### src/rtl/sol6b_sweep.sv
// sol6b_sweep: stimulus-and-capture wrapper for the 4-input combinational block sol6b.
// Walks {A,B,C,D} through 0..15, holds each vector SETTLE cycles plus one capture
// cycle, stores H into a 16-bit truth table and compares it against EXPECTED.
//
// Ports:
//   i_clk    rising-edge clock
//   i_rst    synchronous active-high reset
//   i_start  sweep request, only honoured in IDLE
//   i_h      H output of sol6b
//   o_a..o_d stimulus bits 3..0 of the vector index (registered)
//   o_busy   high during SETTLE/CAPTURE
//   o_done   one-cycle pulse in FINISH
//   o_table  captured truth table, bit i = H for vector i
//   o_pass   o_table == EXPECTED, valid from o_done until the next start
//
// Port "table" is a reserved word in SystemVerilog, so all ports carry i_/o_ prefixes.
//
// state   | meaning
// --------+--------------------------------------------------------------
// IDLE    | waiting for i_start; table/pass hold last sweep's result
// SETTLE  | current vector applied, counting SETTLE cycles
// CAPTURE | last cycle of the vector window; H stored at its ending edge
// FINISH  | one cycle, done pulse, pass valid

module sol6b_sweep #(
    parameter int          SETTLE   = 2,
    parameter logic [15:0] EXPECTED = 16'h0FCD
) (
    input  logic        i_clk,
    input  logic        i_rst,
    input  logic        i_start,
    input  logic        i_h,
    output logic        o_a,
    output logic        o_b,
    output logic        o_c,
    output logic        o_d,
    output logic        o_busy,
    output logic        o_done,
    output logic [15:0] o_table,
    output logic        o_pass
);

    typedef enum logic [1:0] {
        S_IDLE,
        S_SETTLE,
        S_CAPTURE,
        S_FINISH
    } state_t;

    localparam logic [3:0] SETTLE_LAST = 4'(SETTLE - 1);

    state_t      r_state;
    state_t      w_state_next;
    logic [3:0]  r_idx;
    logic [3:0]  r_cnt;
    logic [15:0] r_table;
    logic        r_pass;
    logic [15:0] w_table_cap;

    // Table as it will look after the capture edge; also used so that pass is
    // already valid during the FINISH cycle.
    always_comb begin
        w_table_cap        = r_table;
        w_table_cap[r_idx] = i_h;
    end

    always_comb begin
        w_state_next = r_state;
        case (r_state)
            S_IDLE:    if (i_start) w_state_next = S_SETTLE;
            S_SETTLE:  if (r_cnt == SETTLE_LAST) w_state_next = S_CAPTURE;
            S_CAPTURE: w_state_next = (r_idx == 4'd15) ? S_FINISH : S_SETTLE;
            S_FINISH:  w_state_next = S_IDLE;
            default:   w_state_next = S_IDLE;
        endcase
    end

    always_ff @(posedge i_clk) begin
        if (i_rst) begin
            r_state <= S_IDLE;
            r_idx   <= 4'd0;
            r_cnt   <= 4'd0;
            r_table <= 16'h0000;
            r_pass  <= 1'b0;
        end else begin
            r_state <= w_state_next;
            case (r_state)
                S_IDLE: begin
                    if (i_start) begin
                        r_idx   <= 4'd0;
                        r_cnt   <= 4'd0;
                        r_table <= 16'h0000;
                        r_pass  <= 1'b0;
                    end
                end
                S_SETTLE: begin
                    if (r_cnt == SETTLE_LAST) r_cnt <= 4'd0;
                    else                      r_cnt <= r_cnt + 4'd1;
                end
                S_CAPTURE: begin
                    r_table <= w_table_cap;
                    // idx stays at 15 through FINISH so the last vector remains applied
                    if (r_idx == 4'd15) r_pass <= (w_table_cap == EXPECTED);
                    else                r_idx  <= r_idx + 4'd1;
                end
                default: ;
            endcase
        end
    end

    assign {o_a, o_b, o_c, o_d} = r_idx;
    assign o_busy  = (r_state == S_SETTLE) || (r_state == S_CAPTURE);
    assign o_done  = (r_state == S_FINISH);
    assign o_table = r_table;
    assign o_pass  = r_pass;

endmodule

### config.mk
export PLATFORM = sky130hd
export DESIGN_NAME = sol6b_sweep
export DESIGN_NICKNAME = d
export VERILOG_FILES = /design/src/rtl/sol6b_sweep.sv
export SDC_FILE = /design/constraint.sdc
export NUM_CORES = 1
export LEC_CHECK = 0
export CAP_MARGIN = 40
export CELL_PAD_IN_SITES_DETAIL_PLACEMENT = 1
export CELL_PAD_IN_SITES_GLOBAL_PLACEMENT = 2
export CORE_MARGIN = 5
export CORE_UTILIZATION = 36
export CTS_CLUSTER_DIAMETER = 60
export DETAILED_ROUTE_END_ITERATION = 10
export DONT_BUFFER_PORTS = 1
export GPL_TIMING_DRIVEN = 0
export HOLD_SLACK_MARGIN = 0.06
export PLACE_DENSITY_LB_ADDON = 0.12
export SLEW_MARGIN = 20
export SYNTH_ARGS = -nofsm -noshare
export SYNTH_HDL_FRONTEND = slang
export SYNTH_SLANG_ARGS = --single-unit
### constraint.sdc
create_clock -name i_clk -period 2.3 [get_ports i_clk]
set_input_delay 0 -clock i_clk [delete_from_list [all_inputs] [get_ports i_clk]]
set_output_delay 0 -clock i_clk [all_outputs]
set_load 0.02 [all_outputs]
=== Word-level counts from Yosys, hierarchy flattened ===
Cells that the tools add are included.

* Output and inout port bits: 23
* Word-level logic and storage cells: 46
* Memory bits (read-only): 0
* RAM bits: 0
* Latch bits: 0
* Memories kept: 0
* Input bits: 4
* Register bits: 27

* Bitwise logic cells: 0
* $lt $le $gt $ge: 2
* Equal/unequal tests: 10
* Muxes and demuxes: 17
* Shift-type cells: 0
* Reduce and logical (&&, ||, !) cells: 10
* Multipliers: 0
* Add/subtract/negate cells: 2
* Divide/modulo/power cells: 0

{| class="wikitable"
|+ Operators with widths
! operator !! number
|-
| 16-bit one-hot mux with 2 select lines || 1
|-
| 16-bit bitwise mux || 1
|-
| 16-bit by 12-bit == test with 1-bit output, second input constant || 1
|-
| 16-bit 2-to-1 mux || 1
|-
| 4-bit one-hot mux with 2 select lines || 2
|-
| 4-bit 2-to-1 mux || 3
|-
| 4-bit by 1-bit adder with 4-bit output, second input constant || 2
|-
| 2-bit inequality test, second input constant || 4
|-
| 2-bit one-hot mux with 4 select lines || 1
|-
| 2-bit 2-to-1 mux || 3
|-
| 2-bit AND reduction || 3
|-
| 3-bit AND reduction || 2
|-
| 4-bit by 5-bit < comparator with 1-bit output, second input constant || 1
|-
| 1-bit demux with 4-bit select || 1
|-
| 2-bit == test, second input constant || 2
|-
| 4-bit by 1-bit == test with 1-bit output, second input constant || 1
|-
| 4-bit == test, second input constant || 1
|-
| 4-bit by 1-bit >= comparator with 1-bit output, second input constant || 1
|-
| 2-bit nonzero test || 2
|-
| 1-bit 2-to-1 mux || 3
|-
| 2-bit by 1-bit == test with 1-bit output, second input constant || 1
|-
| 2-bit zero test || 1
|-
| 1-bit one-hot mux with 2 select lines || 1
|-
| 1-bit logical AND || 1
|-
| 1-bit logical OR || 1
|}

=== Logic depth before layout (Yosys ltp) ===
Gate-level depths: netlist (run 1).

* Depth after elaboration: 8
* Depth in mapped cells: 9
* Mapped depth without buffers: 7

=== Least setup slack after synthesis (run 1) ===
OpenSTA, ideal clock, no wires.

* Path kind: register -> register
* Start: register r_idx[1]
* End: register r_pass, in the netlist o_pass
* Period minus slack after synthesis: 1.988 ns
* Library setup time: 0.084 ns
* Arrival time: 1.904 ns
* Path buffers: 0
* Path slack: 0.312 ns
* Stages on the path, launching flop included: 8
* Required time: 2.216 ns
* Path through: dfxtp_1 > inv_1 > ha_1 > nand3_1 > mux2_1 > nor4_1 > nand4_1 > o31ai_2

* Word-level cells in the longest chain between the ends: 8
* Elaborated cells between the ends (all ways): 12
* Those cells by class: order compare (2); eq/ne (3); mux (5); reduce/logical (2)

{| class="wikitable"
|+ Ends and longest elaborated chain
! item !! line !! text
|-
| from (decl) || 54 || <nowiki>logic [3:0] r_idx;</nowiki>
|-
| from (signal assigned) || 104 || <nowiki>else r_idx <= r_idx + 4'd1;</nowiki>
|-
| 4-bit by 5-bit < comparator with 1-bit output (not written as such) or 4-bit by 1-bit >= comparator with 1-bit output (tied branches) || 64 || <nowiki>w_table_cap[r_idx] = i_h;</nowiki>
|-
| 1-bit logical AND (not written as such) || 64 ||
|-
| 1-bit 2-to-1 mux (not written as such) || 64 ||
|-
| 1-bit demux with 4-bit select || 64 ||
|-
| 16-bit bitwise mux || 64 ||
|-
| 16-bit by 12-bit == test with 1-bit output || 103 || <nowiki>if (r_idx == 4'd15) r_pass <= (w_table_cap == EXPECTED);</nowiki>
|-
| 1-bit 2-to-1 mux || 103 ||
|-
| 1-bit one-hot mux with 2 select lines || 87 || <nowiki>case (r_state)</nowiki>
|-
| to (signal assigned) || 103 ||
|-
| to (decl) || 57 || <nowiki>logic r_pass;</nowiki>
|}

Parallel ways exist; a longest one is shown, timed or not. The select of a mux whose other input is x is not followed.
A chain may end at the register's enable or synchronous reset.

=== Worst setup path in the final report (run 1) ===
* Start: register r_state[0]
* End: register r_pass, in the netlist o_pass

* Word-level cells in the longest chain between the ends: 3
* Elaborated cells between the ends (all ways): 7
* Those cells by class: eq/ne (3); mux (1); reduce/logical (3)

{| class="wikitable"
|+ Ends and longest elaborated chain
! item !! line !! text
|-
| from (decl) || 52 || <nowiki>state_t r_state;</nowiki>
|-
| from (signal assigned) || 86 || <nowiki>r_state <= w_state_next;</nowiki>
|-
| 2-bit == test or 2-bit zero test (tied branches) || 87 ||
|-
| 2-bit inequality test (no line) or 2-bit nonzero test (tied branches) || - ||
|-
| 3-bit AND reduction (no line) || - ||
|}

Parallel ways exist; a longest one is shown, timed or not.

==> impl_metrics.toml, run 1 <==
[floorplanning]
design.die.area_um2 = 5954
dieWidth_um = 77.17
floorplan.initialDensity_pct = 37.30
dieHeight_um = 77.17
fp-row-count = 24
io-pin-count = 27
fp.coreArea_um2 = 4354

[routing]
drt_iter0_markers = 63
detail-route-antenna-nets = 0
routed_wirelength_mm = 4.550
drt_pass1_iterations = 4
dr_total_vias = 1440
post_drt_wl_per_cell_um = 17.77
drc_errors = 0
routed_via_density = 5.625

[finish]
nets = 221
antenna_cells_inserted = 0
syn2layout_area_growth_pct = 9.245
drive_above_1_share_pct = 10.29
fin_area_um2 = 1774
layout.cells.non_filler = 256

[synth]
synth_cell_types = 42
postSynthNetCount = 214
post-synth-top-area-cell = "dfxtp_1"
syn_area_per_cell_um2 = 8.202
postSynth.topFlopCell = "dfxtp_1"
mappedNetlistArea_um2 = 1624
synth_most_common_cell = "nor2_1"
postSynthRegisterBits = 27
yosysSeqAreaShare_pct = 33.28
synthesis.instances = 198
ys_top_cells_by_area = "dfxtp_1 (33%), ha_1 (9.2%), mux2i_1 (8.6%)"
synth-edff-count = 0
yosys-top-cells-count = "nor2_1 (37), dfxtp_1 (27), a21oi_1 (15)"
async_flop_share_pct = 0
synth_top_area_share_pct = 33.28
yosys_synthesis_warning_count = 0

[cts]
cts.sink_count = 27
worstSkewPairLatency_ps = 280
clkTransAtPathRegs_ps = 100
htreeDepth = 1
ctsLongestPathBuffers = 2
postCtsSetupBuffers = 0
tritoncts_clock_tree = "built"
clock-root-buffer = "clkbuf_8"
tritoncts.num_buffers = 3

[critical_path]
critical_path_class = "flop to flop"
crit_path_end_kind = "flop"
worst-endpoint-required_ps = 2500
worstPathArrival_ps = 2350
worstSetupStartpointType = "flop"
critical_path.max_fanout = 8

[power_and_ir_drop]
static-leakage-power_nw = 0.6691
peakVddDrop_mv = 0.2722
cellPowerDensity_nw_per_um2 = 743.0

[place]
numPlacedInstances = 250
numPortBuffers = 0
placedInstanceArea_um2 = 1689
detailed_place_hpwl_mm = 3.422
preCtsSetupSlack_ps = -23.36
gpl.final_weighted_congestion = 0.8641

[global_routing]
grt_antenna_before_repair = 0
globalRouteTotalUtil_pct = 15.68
number_of_global_route_vias_before_repair = 1490
pin_count_of_the_biggest_net_entering_global_routing = 17
grt_first_pass_wirelength_mm = 7.617
overflow = 0

[sta]
drv_slew = 0
setup_viol_count_final = 0
fin_tns_setup_ps = 0
fin_worst_setup_slack_ps = 149.3
timing.slew.headroom_pct = 65.23
fmax_ghz = 0.4650
period_minus_slack_ps = 2151
fin_worst_skew_ps = 6.383
timing_worst_slew_pin_value_ps = 511.4
rsz_0062_raised_after_global_routing = "no"
final_min_period_over_clock_period_pct = 93.51
hold_violations = 0

[run_status]
run_status = "complete, no violations"

[flow_run]
cap_viol_max_count = 0

[min_path]
worstHoldPathType = "primary input to flop"
==> through the flow <==
step / hold WS [ps] / total power [mW] / utilization [%]
6_report: 81.66 / 1.318 / 40.75
5_1_grt: 92.68 / 1.425 / 40.75
4_1_cts: 79.02 / 1.327 / 40.43
3_5_place_dp: 290.5 / 1.027 / 38.79
3_3_place_gp: 264.1 / 1.015 / 38.79
2_1_floorplan: 227.2 / 0.9094 / -
==> cell families after synthesis <==
family	synth area share, %
compound gates	14.10
xor+xnor	1.618
fa+ha+maj	9.245
buf+inv	5.701
flops	33.28
mux	10.02
simple gates	26.04
==> cells in the final DEF, fill, tap and decap left out, types with 2 or more instances in the layout <==
| cell type | n |
|---|---|
| a21oi_1 | 15 |
| a22oi_1 | 4 |
| a2bb2oi_1 | 2 |
| buf_2 | 4 |
| clkbuf_1 | 5 |
| clkbuf_8 | 3 |
| dfxtp_1 | 23 |
| dfxtp_2 | 2 |
| dfxtp_4 | 2 |
| dlygate4sd3_1 | 2 |
| ha_1 | 12 |
| inv_1 | 6 |
| mux2_1 | 2 |
| mux2i_1 | 13 |
| nand2_1 | 13 |
| nand2b_1 | 2 |
| nand3_1 | 7 |
| nand3b_1 | 5 |
| nand4_1 | 4 |
| nor2_1 | 37 |
| nor2b_1 | 4 |
| nor3b_1 | 3 |
| nor3b_2 | 2 |
| o21ai_0 | 3 |
| o21ai_1 | 3 |
| or4b_1 | 2 |
| xnor2_1 | 2 |
==> state kept, by name, indices dropped and copies added (netlist names) <==
signal	flops
r_idx	4
o_pass	1
r_cnt	4
r_state	2
o_table	16
==> where the power goes <==
part	internal, mW	switching [mW]	total, mW	leakage, nW
logic	0.166	0.319	0.484	0.427
clock network	0.123	0.164	0.287	0.0217
registers	0.499	0.0479	0.547	0.220
==> what timing repair did <==
action,CTS,global route
endpoints found under the setup margin,1,12
gates resized for setup,2,6
endpoints found under the hold margin,10,0
hold buffers,2,0
pin swaps,0,0
==> metal layers <==
metal / vias up / part of all wire [%] / GRT usage (%)
met5: - / 0 / 0
met3: 5 / 5.7 / 4.333
met1: 712 / 45 / 19.84
met2: 28 / 48 / 26.01
li1: 695 / - / -
met4: 0 / 1.1 / 4.124
==> critical path, stage by stage (launching register included) <==
cell      delay [ps]
dfxtp_2          380
inv_1             90
ha_1             190
buf_2            170
nand2b_2         120
and2_1           140
clkbuf_4         170
nand2_1           70
or4b_1           530
o31ai_2          210
==> path summary, 6_finish.rpt <==
kind,start,end,slack [ps],cells past startpoint
max,r_state[0]$_SDFFE_PP0P_,o_pass$_SDFFE_PP0P_,150,9
min,i_start,r_state[0]$_SDFFE_PP0P_,80,3
max reg2reg,r_state[0]$_SDFFE_PP0P_,o_pass$_SDFFE_PP0P_,150,9
min reg2reg,r_state[1]$_SDFFE_PP0P_,r_state[1]$_SDFFE_PP0P_,510,1
==> area by class of cell <==
| cell class | count | area [um2] |
|---|---|---|
| timing repair buffer | 2 | 20.02 |
| multi-input combinational | 151 | 994.7 |
| buffer | 13 | 68.82 |
| sequential | 27 | 550.5 |
| tap | 52 | 65.06 |
| inverter | 7 | 26.28 |
| clock inverter | 1 | 7.507 |
| fill | 529 | 2580 |
| clock buffer | 3 | 41.29 |
Power figures use the tool's default switching activity.
==> run 2, diff against run 1 <==
--- a/config.mk
+++ b/config.mk
@@ -15,7 +15,7 @@
 export DONT_BUFFER_PORTS = 1
 export GPL_TIMING_DRIVEN = 0
 export HOLD_SLACK_MARGIN = 0.06
-export PLACE_DENSITY_LB_ADDON = 0.12
+export PLACE_DENSITY = 0.88
 export SLEW_MARGIN = 20
 export SYNTH_ARGS = -nofsm -noshare
 export SYNTH_HDL_FRONTEND = slang
==> run 2 against run 1 <==
Against the previous run:
- sequential power hardly changed
- count of clock-buffer cells in the layout is 1 higher
- cell count stayed put
- register-to-register slack better by 20 ps
- worst setup slack better by 19 ps
- combinational power hardly changed
- sequential share of layout area is 0.054 points lower
- maximum frequency is 0.89% higher
- sequential cell count stayed put
- clock power is 5% lower
- largest power group unchanged
==> impl_metrics.toml, run 2 (synthesis results as in run 1) <==
[finish]
drive_above_1_share_pct = 10.29
fin_area_um2 = 1769
antenna_cells_inserted = 0
layout.cells.most_common = "nor2_1"
layout.cells.non_filler = 256
syn2layout_area_growth_pct = 8.937
flip_flop_count_of_the_largest_register_all_copies_and_words_added = 16
nets = 221
final_cell_mix = "nor2_1 (37), dfxtp_1 (23), a21oi_1 (15)"
share_of_the_core_filled_with_cells_pct = 40.63

[place]
gpl.final_weighted_congestion = 0.7996
numPlacedInstances = 250
numPortBuffers = 0
detailed_place_hpwl_mm = 3.039
placedInstanceArea_um2 = 1689

[critical_path]
crit_top_cell = "buf_2"
crit_path_end_kind = "flop"
ordered_list_of_cells_on_the_worst_path = "inv_1 > ha_1 > buf_2 > nand2b_2 > and2_1 > buf_2 > nand2_1 > or4b_4 > o31ai_2"
depth_of_the_worst_register_to_register_path = 9
worstPathArrival_ps = 2320
critical-path-slowest-cell = "or4b_4"
largest_stage_delay_worst_path_ps = 510
critical_path_class = "flop to flop"
critical_path.max_fanout = 8
worstSetupStartpointType = "flop"
worst-endpoint-required_ps = 2490

[power_and_ir_drop]
static-leakage-power_nw = 0.6721
peakVddDrop_mv = 0.2899
cellPowerDensity_nw_per_um2 = 736.9

[floorplanning]
fp.coreArea_um2 = 4354
dieWidth_um = 77.17
dieHeight_um = 77.17
floorplan.initialDensity_pct = 37.30
fp-row-count = 24
io-pin-count = 27
design.die.area_um2 = 5954

[sta]
drv_slew = 0
hold_ws_ps = 64.46
setup_viol_count_final = 0
hold_violations = 0
fin_worst_skew_ps = 11.17
fin_tns_setup_ps = 0
period_minus_slack_ps = 2132
timing.slew.headroom_pct = 65.32
fmax_ghz = 0.4691
final_min_period_over_clock_period_pct = 92.68
timing_worst_slew_pin_value_ps = 510.1

[cts]
htreeDepth = 1
clkTransAtPathRegs_ps = 90
clock-root-buffer = "clkbuf_8"
tritoncts.num_buffers = 3
postCtsSetupBuffers = 0
tritoncts_clock_tree = "built"
cts.sink_count = 27
ctsLongestPathBuffers = 2
worstSkewPairLatency_ps = 280

[routing]
drt_iter0_markers = 44
routed-wl-met3_um = 256
post_drt_wl_per_cell_um = 15.93
routed_wirelength_mm = 4.077
drt_pass1_iterations = 4
topRoutingLayerUsed = "met4"
routed-wl-met2_mm = 1.846
detail-route-antenna-nets = 0
routed_via_density = 5.520
dr_total_vias = 1413
drc_errors = 0
drt-met1-wl_mm = 1.874

[global_routing]
number_of_global_route_vias_before_repair = 1412
grt_antenna_before_repair = 0
globalRouteTotalUtil_pct = 14.56
grt_first_pass_wirelength_mm = 7.182
overflow = 0
pin_count_of_the_biggest_net_entering_global_routing = 15

[min_path]
worstHoldPathType = "primary input to flop"
hold_path_depth = 3

[flow_run]
cap_viol_max_count = 0

[run_status]
run_status = "complete, no violations"
[run 2: cell type report]
class / count / area, um2
Inverter: 7 / 26.28
Fill cell: 523 / 2585
Sequential cell: 27 / 548.0
Tap cell: 52 / 65.06
Clock buffer: 4 / 45.04
Multi-Input combinational cell: 151 / 998.5
Buffer: 13 / 66.31
Timing Repair Buffer: 2 / 20.02
[run 2: worst max-delay path, delay by kind of cell (launching register included)]
kind,cells,cell delay (ps)
AOI/OAI and AO/OA,1,190
and+or+nand+nor,4,850
adders and majority gates,1,210
DFF,1,380
buffers and inverters,3,430
[run 2: where the power goes]
| part | total, mW | switching, mW | internal [mW] |
|---|---|---|---|
| clock | 0.274 | 0.150 | 0.124 |
| combinational | 0.482 | 0.316 | 0.165 |
| sequential | 0.548 | 0.0461 | 0.502 |
| total | 1.30 | 0.512 | 0.792 |
[run 2: metal layers]
layer	GRT usage, %	vias up
met4	5.326	0
met3	4.333	10
met2	22.14	29
met5	0	-
met1	19.32	677
li1	-	697
[run 2: final timing paths]
path | from | to | slack, ps
worst max register to register | r_state[0]$_SDFFE_PP0P_ | o_pass$_SDFFE_PP0P_ | 170
worst min register to register | r_state[1]$_SDFFE_PP0P_ | r_state[1]$_SDFFE_PP0P_ | 490
worst max-delay path | r_state[0]$_SDFFE_PP0P_ | o_pass$_SDFFE_PP0P_ | 170
worst min-delay path | i_start | r_cnt[0]$_SDFFE_PP0P_ | 60
[run 2: through the flow]
stage / setup slack, ps / power, mW
2_1_floorplan: 312.1 / 0.9094
3_3_place_gp: 65.54 / 1.013
3_5_place_dp: 35.32 / 1.020
4_1_cts: 4.391 / 1.307
5_1_grt: -12.05 / 1.427
6_report: 168.3 / 1.304
[run 2: what timing repair did]
item                                   4_1_cts  5_1_grt
hold buffers                                 2        0
setup endpoints to repair                    0       12
endpoints found under the hold margin        8        0
gates resized for setup                      0        7
==> run 3, diff against run 2 <==
--- a/config.mk
+++ b/config.mk
@@ -10,6 +10,7 @@
 export CELL_PAD_IN_SITES_GLOBAL_PLACEMENT = 2
 export CORE_MARGIN = 5
 export CORE_UTILIZATION = 36
+export CTS_BUF_LIST = sky130_fd_sc_hd__clkbuf_16
 export CTS_CLUSTER_DIAMETER = 60
 export DETAILED_ROUTE_END_ITERATION = 10
 export DONT_BUFFER_PORTS = 1
==> run 3 against run 2 <==
Against the previous run:
- clock power increased by 46%
- worst setup slack got worse by 25 ps
- count of clock-buffer cells in the layout decreased by 1
- non-clock buffer count unchanged
- first-iteration DRC count increased by 52%
- register-to-register slack got worse by 20 ps
- global-route usage increased by 0.27 points
- clock skew decreased by 6.7 ps
- die area unchanged
- sequential cell count unchanged
- maximum frequency decreased by 1.1%
- largest cell class unchanged
- largest power group unchanged
==> impl_metrics.toml, run 3 (synthesis results as in run 1) <==
[critical_path]
worstSetupStartpointType = "flop"
depth_of_the_worst_register_to_register_path = 9
largest_stage_delay_worst_path_ps = 530
ordered_list_of_cells_on_the_worst_path = "inv_1 > ha_1 > buf_2 > nand2b_2 > and2_1 > clkbuf_4 > nand2_1 > or4b_1 > o31ai_2"
worst_r2r_startpoint = "r_state[0]$_SDFFE_PP0P_"
critical_path.max_fanout = 8
crit_path_end_kind = "flop"
critical_path_class = "flop to flop"
worst-endpoint-required_ps = 2480
critical_path.startpoint = "r_state[0]$_SDFFE_PP0P_"
worstPathArrival_ps = 2330
critical-path-slowest-cell = "or4b_1"

[routing]
post_drt_wl_per_cell_um = 16.40
dr_total_vias = 1394
routed_via_density = 5.445
routed_wirelength_mm = 4.198
drt_iter0_markers = 67
drt_pass1_iterations = 4
detail-route-antenna-nets = 0
drc_errors = 0

[global_routing]
grt_antenna_before_repair = 0
number_of_global_route_vias_before_repair = 1442
grt_first_pass_wirelength_mm = 7.369
pin_count_of_the_biggest_net_entering_global_routing = 15
globalRouteTotalUtil_pct = 14.82
overflow = 0

[floorplanning]
design.die.area_um2 = 5954
floorplan.initialDensity_pct = 37.30
fp.coreArea_um2 = 4354
dieWidth_um = 77.17
dieHeight_um = 77.17
fp-row-count = 24
io-pin-count = 27

[flow_run]
cap_viol_max_count = 0

[sta]
timing.slew.headroom_pct = 65.19
drv_slew = 0
fin_worst_skew_ps = 4.456
fin_tns_setup_ps = 0
setup_viol_count_final = 0
timing_worst_slew_pin_value_ps = 512.0
period_minus_slack_ps = 2156
fmax_ghz = 0.4638
final_min_period_over_clock_period_pct = 93.75
hold_violations = 0
rsz_0062_raised_after_global_routing = "no"

[cts]
clkTransAtPathRegs_ps = 70
clock-root-buffer = "clkbuf_16"
worstSkewPairLatency_ps = 260
tritoncts_clock_tree = "built"
cts.sink_count = 27
ctsLongestPathBuffers = 2
tritoncts.num_buffers = 3
htreeDepth = 1

[power_and_ir_drop]
switching_share_pct = 37.11
combPwrFrac_pct = 33.8
p_sw_uw = 532.6
share_seq_of_total_power_pct = 38.2
static-leakage-power_nw = 0.6894
p_int_uw = 902.7
clock_power_share_pct = 28.0
cellPowerDensity_nw_per_um2 = 796.6
peakVddDrop_mv = 0.3825

[finish]
share_of_the_core_filled_with_cells_pct = 41.38
final_cell_mix = "nor2_1 (37), dfxtp_1 (23), a21oi_1 (15)"
fin_area_um2 = 1802
drive_above_1_share_pct = 9.804
syn2layout_area_growth_pct = 10.94
flip_flop_count_of_the_largest_register_all_copies_and_words_added = 16
nets = 221
num-fill-cells = 515
layout.cells.most_common = "nor2_1"
antenna_cells_inserted = 0

[min_path]
holdCritStartpoint = "i_start"
hold_path_depth = 3
worstHoldPathType = "primary input to flop"

[place]
gpl.final_weighted_congestion = 0.7996
placedInstanceArea_um2 = 1689
numPortBuffers = 0
detailed_place_hpwl_mm = 3.039

[run_status]
run_status = "complete, no violations"
==> run 3: repair_timing <==
action / 4_1_cts / 5_1_grt
endpoints found under the hold margin: 7 / 0
hold buffers: 2 / 0
gates resized for setup: 0 / 7
endpoints found under the setup margin: 0 / 12
buffers inserted: 0 / 0
==> run 3: stage by stage <==
stage / total power, mW / std cells / hold slack, ps / setup WS (ps)
2_1_floorplan: 0.9094 / 198 / 227.2 / 312.1
4_1_cts: 1.434 / 256 / 61.30 / 10.93
6_report: 1.435 / 256 / 56.11 / 143.7
3_5_place_dp: 1.020 / 250 / 272.4 / 35.32
5_1_grt: 1.553 / 256 / 89.43 / 5.117
3_3_place_gp: 1.013 / 250 / 264.6 / 65.54
==> run 3: path summary, 6_finish.rpt <==
check	to	slack [ps]
worst max-delay path	o_pass$_SDFFE_PP0P_	140
worst min register to register	r_state[1]$_SDFFE_PP0P_	490
worst max register to register	o_pass$_SDFFE_PP0P_	140
worst min-delay path	o_table[15]$_SDFFE_PP0P_	60
==> run 3: critical path, delay by kind of cell (launching register included) <==
kind | cells | cell delay [ps]
flip-flops | 1 | 370
buffers and inverters | 3 | 430
AND/OR/NAND/NOR | 4 | 860
adder cells (fa/ha/maj) | 1 | 210
AO/OA/AOI/OAI | 1 | 200
==> run 3: power by group through the flow <==
stage	registers, mW	logic, mW	clock network (mW)
2_1_floorplan	0.541	0.368	0
3_3_place_gp	0.551	0.462	0
3_5_place_dp	0.553	0.467	0
4_1_cts	0.542	0.477	0.414
5_1_grt	0.559	0.552	0.441
6_report	0.548	0.485	0.401
==> run 3: cell type report <==
class / count / area, um2 / share of cell area (%)
Clock inverter: 1 / 3.754 / 0.2083
Timing Repair Buffer: 2 / 20.02 / 1.111
Tap cell: 52 / 65.06 / 3.611
Inverter: 7 / 26.28 / 1.458
Multi-Input combinational cell: 151 / 994.7 / 55.21
Buffer: 13 / 68.82 / 3.819
Sequential cell: 27 / 548.0 / 30.42
Clock buffer: 3 / 75.07 / 4.167
==> run 3: routing by layer <==
layer	GRT usage [%]	up-vias	routed length, um
met4	3.780	0	53
li1	-	695	-
met1	19.82	665	1968
met5	0	-	0
met2	23.57	27	1933
met3	3.864	7	242
